### config.mk
export PLATFORM = sky130hd
export DESIGN_NAME = fp_unpack_pipe
export DESIGN_NICKNAME = d
export VERILOG_FILES = /design/src/rtl/fp_unpack_pipe.sv
export SDC_FILE = /design/constraint.sdc
export NUM_CORES = 1
export LEC_CHECK = 0
export CORE_ASPECT_RATIO = 0.6
export CORE_MARGIN = 8
export CORE_UTILIZATION = 35
export DETAILED_ROUTE_END_ITERATION = 12
export SKIP_LAST_GASP = 1
export SLEW_MARGIN = 0
export SYNTH_ARGS = -nofsm -noshare
export SYNTH_HDL_FRONTEND = slang
export SYNTH_SLANG_ARGS = --single-unit
### constraint.sdc
create_clock -name clk -period 6.1 [get_ports clk]
set_clock_uncertainty 0.05 [all_clocks]
set_input_delay 1.22 -clock clk [delete_from_list [all_inputs] [get_ports clk]]
set_output_delay 1.22 -clock clk [all_outputs]
set_load 0.02 [all_outputs]
### src/rtl/fp_unpack_pipe.sv
// Operand unpacker for the FP adder front end: field split, classification,
// magnitude ordering and exponent difference behind a registered skid buffer.
module fp_unpack_pipe #(
  parameter int unsigned EXP_W   = 8,
  parameter int unsigned MAN_W   = 23,
  parameter bit          SWAP_EN = 1'b1
) (
  input  logic                 clk,
  input  logic                 reset,
  input  logic                 in_valid,
  output logic                 in_ready,
  input  logic [EXP_W+MAN_W:0] a,
  input  logic [EXP_W+MAN_W:0] b,
  output logic                 out_valid,
  input  logic                 out_ready,
  output logic                 sign_a,
  output logic                 sign_b,
  output logic [EXP_W-1:0]     exp_a,
  output logic [EXP_W-1:0]     exp_b,
  output logic [MAN_W:0]       mant_a,
  output logic [MAN_W:0]       mant_b,
  output logic [2:0]           class_a,
  output logic [2:0]           class_b,
  output logic                 swapped,
  output logic [EXP_W-1:0]     exp_diff
);

  localparam int unsigned W  = 1 + EXP_W + MAN_W;
  localparam int unsigned MW = MAN_W + 1;

  localparam logic [2:0] CLS_ZERO = 3'd0;
  localparam logic [2:0] CLS_SUB  = 3'd1;
  localparam logic [2:0] CLS_NORM = 3'd2;
  localparam logic [2:0] CLS_INF  = 3'd3;
  localparam logic [2:0] CLS_NAN  = 3'd4;

  typedef struct packed {
    logic             sign;
    logic [EXP_W-1:0] exp;
    logic [MW-1:0]    mant;
    logic [2:0]       cls;
  } op_t;

  typedef struct packed {
    logic             sign_a;
    logic             sign_b;
    logic [EXP_W-1:0] exp_a;
    logic [EXP_W-1:0] exp_b;
    logic [MW-1:0]    mant_a;
    logic [MW-1:0]    mant_b;
    logic [2:0]       class_a;
    logic [2:0]       class_b;
    logic             swapped;
    logic [EXP_W-1:0] exp_diff;
  } res_t;

  typedef enum logic [1:0] {
    S_EMPTY = 2'd0,
    S_ONE   = 2'd1,
    S_FULL  = 2'd2
  } state_t;

  function automatic logic [2:0] classify(input logic [EXP_W-1:0] e,
                                          input logic [MAN_W-1:0] m);
    if (e == '0) return (m == '0) ? CLS_ZERO : CLS_SUB;
    if (e == '1) return (m == '0) ? CLS_INF : CLS_NAN;
    return CLS_NORM;
  endfunction

  // Zero/subnormal share the minimum effective exponent and carry no hidden bit.
  function automatic op_t unpack_op(input logic [W-1:0] x);
    op_t o;
    o.sign = x[W-1];
    o.cls  = classify(x[W-2:MAN_W], x[MAN_W-1:0]);
    o.exp  = (o.cls == CLS_ZERO || o.cls == CLS_SUB) ? EXP_W'(1) : x[W-2:MAN_W];
    o.mant = {(o.cls >= CLS_NORM), x[MAN_W-1:0]};
    return o;
  endfunction

  state_t state_q;
  res_t   main_q;
  res_t   skid_q;
  logic   in_ready_q;
  logic   out_valid_q;

  logic   swap;
  op_t    op_hi;
  op_t    op_lo;
  res_t   unpk;
  logic   acc;
  logic   take;

  // Sign bit is excluded from the magnitude compare; ties keep input order.
  always_comb begin
    swap  = 1'b0;
    unpk  = '0;
    if (SWAP_EN) swap = (b[W-2:0] > a[W-2:0]);
    op_hi = unpack_op(swap ? b : a);
    op_lo = unpack_op(swap ? a : b);
    unpk.sign_a   = op_hi.sign;
    unpk.sign_b   = op_lo.sign;
    unpk.exp_a    = op_hi.exp;
    unpk.exp_b    = op_lo.exp;
    unpk.mant_a   = op_hi.mant;
    unpk.mant_b   = op_lo.mant;
    unpk.class_a  = op_hi.cls;
    unpk.class_b  = op_lo.cls;
    unpk.swapped  = swap;
    unpk.exp_diff = op_hi.exp - op_lo.exp;
  end

  assign acc  = in_valid && in_ready_q;
  assign take = out_valid_q && out_ready;

  // Skid buffer control: main register feeds the outputs, skid absorbs one stall.
  always_ff @(posedge clk) begin
    if (reset) begin
      state_q     <= S_EMPTY;
      main_q      <= '0;
      skid_q      <= '0;
      in_ready_q  <= 1'b0;
      out_valid_q <= 1'b0;
    end else begin
      unique case (state_q)
        S_EMPTY: begin
          in_ready_q  <= 1'b1;
          out_valid_q <= acc;
          if (acc) begin
            main_q  <= unpk;
            state_q <= S_ONE;
          end
        end
        S_ONE: begin
          if (acc && take) begin
            main_q <= unpk;
          end else if (acc) begin
            skid_q     <= unpk;
            state_q    <= S_FULL;
            in_ready_q <= 1'b0;
          end else if (take) begin
            state_q     <= S_EMPTY;
            out_valid_q <= 1'b0;
          end
        end
        S_FULL: begin
          if (take) begin
            main_q     <= skid_q;
            state_q    <= S_ONE;
            in_ready_q <= 1'b1;
          end
        end
        default: begin
          state_q     <= S_EMPTY;
          in_ready_q  <= 1'b1;
          out_valid_q <= 1'b0;
        end
      endcase
    end
  end

  assign in_ready  = in_ready_q;
  assign out_valid = out_valid_q;
  assign sign_a    = main_q.sign_a;
  assign sign_b    = main_q.sign_b;
  assign exp_a     = main_q.exp_a;
  assign exp_b     = main_q.exp_b;
  assign mant_a    = main_q.mant_a;
  assign mant_b    = main_q.mant_b;
  assign class_a   = main_q.class_a;
  assign class_b   = main_q.class_b;
  assign swapped   = main_q.swapped;
  assign exp_diff  = main_q.exp_diff;

endmodule

Word level (Yosys, flattened, before mapping)
Index checks and enable logic that the tools add are counted.
{"block": "totals", "ff_bits": 166, "input_bits": 68, "output_inout_bits": 83, "elab_cells": 101}
{"block": "op_classes", "add_sub_neg": 1, "order_cmp": 3, "eq_ne": 14, "n_mux": 40, "bitwise_logic": 2, "reduce_logical": 18}
{"operator": "two-way mux 81 bit", "n": 3}
{"operator": "one-hot mux 81 bit (3 select lines)", "n": 1}
{"operator": "two-way mux 32 bit", "n": 2}
{"operator": "logical NOT 23 bit", "n": 2}
{"operator": "greater-than comparator 31 bit", "n": 1}
{"operator": "two-way mux 3 bit", "n": 10}
{"operator": "== test 8 bit, second input constant", "n": 2}
{"operator": "logical NOT 8 bit", "n": 2}
{"operator": "two-way mux 8 bit", "n": 2}
{"operator": "two-way mux 1 bit", "n": 14}
{"operator": "!= test 2 bit, second input constant", "n": 7}
{"operator": "AND reduction 4 bit", "n": 3}
{"operator": "two-way mux 2 bit", "n": 5}
{"operator": "subtractor 8 bit", "n": 1}
{"operator": "== test 3 x 1 -> 1 bit, second input constant", "n": 2}
{"operator": "greater-or-equal comparator 3 x 2 -> 1 bit, second input constant", "n": 2}
{"operator": "logical NOT 3 bit", "n": 2}
{"operator": "one-hot mux 2 bit (3 select lines)", "n": 1}
{"operator": "AND reduction 3 bit", "n": 2}
{"operator": "logical AND 1 bit", "n": 3}
{"operator": "!= test 3 bit, second input constant", "n": 1}
{"operator": "one-hot mux 1 bit (3 select lines)", "n": 1}
{"operator": "nonzero test 3 bit", "n": 1}
{"operator": "== test 2 x 1 -> 1 bit, second input constant", "n": 1}
{"operator": "5 further kinds", "n": 7}

Longest topological paths before layout
{"block": "depth", "word_depth": 14, "depth_mapped": 18, "mapped_depth_nobuf": 16}

Least setup slack after synthesis
Ideal clock, no wire load.
{"block": "synth_timing", "kind": "input-to-reg", "startpoint": "input port a[4]", "endpoint": "register skid_q[6] (netlist bit)", "setup_time_ps": 87, "t_arrival_ps": 4703, "required_time_ps": 5963, "setup_slack_ps": 1260, "path_stages": 17, "path_buffers": 1, "path_cell_list": "inv_1 > ha_1 > a211oi_1 > nor2_1 > o31a_1 > o41a_1 > nor2_1 > buf_2 > mux2_2 > ha_1 > fa_1 > nor2b_1 > o21ai_0 > a21boi_0 > o21a_1 > nor3_1 > o31ai_1"}
{"block": "synth_between", "elab_chain_cells": 12, "word_cells_on_any_way": 36, "cone_classes": "add/sub (1); order compare (1); eq/ne (4); mux (22); reduce/logical (8)"}
{"item": "from (decl)", "line": "12", "text": "input logic [EXP_W+MAN_W:0] a,"}
{"item": "greater-than comparator 31 bit", "line": "97", "text": "if (SWAP_EN) swap = (b[W-2:0] > a[W-2:0]);"}
{"item": "two-way mux 32 bit (on tied branches)", "line": "98, 99"}
{"item": "logical NOT 23 bit", "line": "65, 66"}
{"item": "two-way mux 1 bit", "line": "65", "text": "if (e == '0) return (m == '0) ? CLS_ZERO : CLS_SUB;"}
{"item": "two-way mux 3 bit", "line": "65"}
{"item": "two-way mux 3 bit", "line": "66", "text": "if (e == '1) return (m == '0) ? CLS_INF : CLS_NAN;"}
{"item": "two-way mux 3 bit", "line": "67", "text": "return CLS_NORM;"}
{"item": "two-way mux 3 bit", "line": "66"}
{"item": "== test 3 x 1 -> 1 bit or logical NOT 3 bit (tied branches)", "line": "75", "text": "o.exp = (o.cls == CLS_ZERO || o.cls == CLS_SUB) ? EXP_W'(1) : x[W-2:MAN_W];"}
{"item": "logical OR 1 bit", "line": "75"}
{"item": "two-way mux 8 bit", "line": "75"}
{"item": "subtractor 8 bit (*)", "line": "109", "text": "unpk.exp_diff = op_hi.exp - op_lo.exp;"}
{"item": "to (signal assigned)", "line": "137", "text": "skid_q <= unpk;"}
{"item": "to (decl)", "line": "82", "text": "res_t skid_q;"}
Every way passes the cells marked *; elsewhere a longest branch is shown, timed or not. The select of a mux whose other input is x is not followed.
A chain may end at the register's enable or synchronous reset.

==> impl_metrics.ini <==
[cts]
ctsRootBufferMaster = clkbuf_16
numClockSinks = 166
clkLatencyLatePin_ns = 0.44
cts-buffers-inserted = 17
ctsHoldBuffers = 0
clockBufferDepth = 2
h-tree-depth = 4
path_clk_slew_ns = 0.07
cts_resized = 0
cts_tree = done
cts_setup_buffers = 0

[synth]
syn-instance-count = 1239
synth-seq-area-share_pct = 33.8
async_flop_share_pct = 0
syn-num-nets = 1346
synth_flop_cell = dfxtp_1
avgSynthCellArea_um2 = 7.94
synth_xor_area_share_pct = 0.356
synth_simple_gate_area_share_pct = 27.5
syn_area_mm2 = 0.00983
synth-seq-cells = 166
synth_warnings = 0
synth_compound_area_share_pct = 25.5
synth_fa_ha_area_share_pct = 5.04
ys_types = 57
synth_edf_count = 0
synth_top_family_by_area = simple AND/OR/NAND/NOR gates
synthMuxAreaShare_pct = 0.942

[power_and_ir_drop]
power_frac_comb_pct = 23.9
pwr_density_cell_mw_per_mm2 = 249
ir_drop_v = 0.000165
p_clk_share_pct = 37.6
p_int_mw = 2.09
p_sw_share_pct = 32.2
p_leak_nw = 4.55
finalPower_mw = 3.08
seqPwrFrac_pct = 38.6
power.switching_mw = 0.992

[worst_setup_path]
reg2reg_depth = 6
startpoint_type = input pin
startpoint = a[14]
path_class = in2reg
cp_slowest_cell = clkdlybuf4s50_1
end_kind = register
r2r-start = state_q[1]$_SDFFE_PP0P_
rrSetupSlack_ns = 3.16
cp.arrival_ns = 5.55
worstPathCellList = clkdlybuf4s50_1, inv_1, ha_1, nand4_1, nor4_1, a22oi_2, buf_12, o21a_1, or2_2, ha_1, nor2b_1, o21ai_0, a21oi_1, o31ai_1, nand3_1, a311oi_1
crit_top_cell = ha_1
r2r_end = mant_a[19]$_SDFFE_PP0P_
crit_fanout = 32
cp_data_required_time_ns = 6.40
slowest_delay_ns = 0.60

[route]
vias = 10174
wirelength_um = 36800
viasPerCell = 5.93
first_pass_iters = 5
drt_iter0_markers = 1125
detail_route.wl_per_cell_um = 21.5
postRouteAntennaNets = 0
drc_errors = 0

[cells_and_area]
final_nets = 1442
drive_above_1_share_pct = 10.0
nFillCells = 2691
n_antenna_cell = 0
post-route-cell-area_mm2 = 0.0124
stdcell_count = 1715
final_cell_mix = dfxtp_1, nor2_1, clkdlybuf4s50_1
areaGrowthSynthToFinish_pct = 25.9
fin_util_pct = 44.9
final_common_cell = dfxtp_1

[hold_path]
whs_path_depth = 2
min_from = skid_q[4]$_SDFFE_PP0P_
hold_class = reg2reg
hold_end = skid_q[4]$_SDFFE_PP0P_

[floorplanning]
pin_count = 151
die_area_mm2 = 0.0339
core_area_mm2 = 0.0276
die_h_um = 146
fp-row-count = 47
die_w_um = 232
start_util_pct = 35.7

[sta]
finalMaxSlewViolations = 0
setup_violations = 0
fin_crit_ns = 5.25
max_freq_ghz = 0.191
max_slew_margin_pct = 26.7
fin_crit_sh_pct = 86.0
rsz0062_at_grt = no
hold_viol_final = 0
worst_pin_slew_ns = 1.10
tns_ns = 0

[placement]
gp_congestion = 0.861
place_inst = 1683
dpl_cell_area_mm2 = 0.0118
port_buffers = 150
dp_hpwl_um = 24800

[status]
status = complete, no violations

[grt]
grt_pass1_vias = 9557
grt_usage_pct = 21.1
grt_overflow = 0
grt_max_degree = 103
grt_pass1_wl_um = 57600
antenna_found_initial = 0

[run]
maxCapViolations = 0
-- worst max-delay path by stage --
stage | end
after floorplan | skid_q[6]$_SDFFE_PP0P_
after global placement | exp_diff[7]$_SDFFE_PP0P_
after detailed placement | exp_diff[7]$_SDFFE_PP0P_
after CTS | exp_diff[7]$_SDFFE_PP0P_
after global routing | exp_diff[7]$_SDFFE_PP0P_
final | exp_diff[7]$_SDFFE_PP0P_
-- sequential cells by signal, summed over array words and instances (netlist names), 3 cells and up --
register and count:
class_a 3, class_b 3, exp_a 8, exp_b 8
exp_diff 8, mant_a 24, mant_b 24, skid_q 81
-- layout make-up --
| class | instances | area (µm²) | share of cell area [%] |
|---|---|---|---|
| Clock buffer | 18 | 439 | 3.55 |
| Tap cell | 367 | 459 | 3.71 |
| Multi-Input combinational cell | 908 | 5910 | 47.7 |
| Timing Repair Buffer | 204 | 1930 | 15.6 |
| Inverter | 38 | 143 | 1.15 |
| Sequential cell | 166 | 3320 | 26.8 |
| Clock inverter | 14 | 175 | 1.41 |
-- routing by layer --
layer / share of wire [%] / up-vias / GRT usage (%)
met4: 0.65 / 0 / 3.61
li1: - / 4873 / -
met1: 51 / 4826 / 33.2
met5: 0 / - / 0
met3: 8.5 / 17 / 5.04
met2: 39 / 458 / 28.1
-- worst max-delay path, delay by kind of cell --
family	cells	cell delay (ns)
AO/OA/AOI/OAI	6	1.56
AND/OR/NAND/NOR	5	1.25
buffers and inverters	3	0.91
adder cells (fa/ha/maj)	2	0.59
-- cells by family (layout without fill, tap and decap cells) --
logic type | after synthesis | after routing
and+or+nand+nor | 535 | 535
adders and majority gates | 39 | 39
DFF | 166 | 166
AOI/OAI and AO/OA | 321 | 321
buffers and inverters | 165 | 274
muxes | 9 | 9
xor gates and xnor gates | 4 | 4
-- metrics by stage --
stage | setup slack [ns] | hold WS [ns]
floorplan | 1.26 | 0.375
global placement | 0.474 | 0.393
detailed placement | 0.406 | 0.397
CTS | 0.873 | 0.408
global route | 0.440 | 0.429
finish | 0.853 | 0.412
-- cell usage after synthesis (22+ instances only) --
cell       instances  share of area [%]
inv_1             38                1.5
ha_1              38                4.8
nor4_1            76                4.8
and3_1            65                4.1
or3_1             62                3.9
o21ai_0           22                1.1
buf_2             22                1.1
o221ai_1          65                5.8
clkbuf_1          96                3.7
nand2_1           96                3.7
dfxtp_1          166                 34
a2111oi_2         32                4.9
a21oi_1           97                4.9
nor2_1           156                6.0
-- power by group through the flow --
stage	clock network (mW)	registers [mW]	logic, mW
CTS	1.17	1.19	0.732
global route	1.23	1.20	0.797
global placement	0	1.21	0.722
detailed placement	0	1.21	0.727
floorplan	0	1.25	0.366
finish	1.16	1.19	0.735
Power figures use the tool's default switching activity.
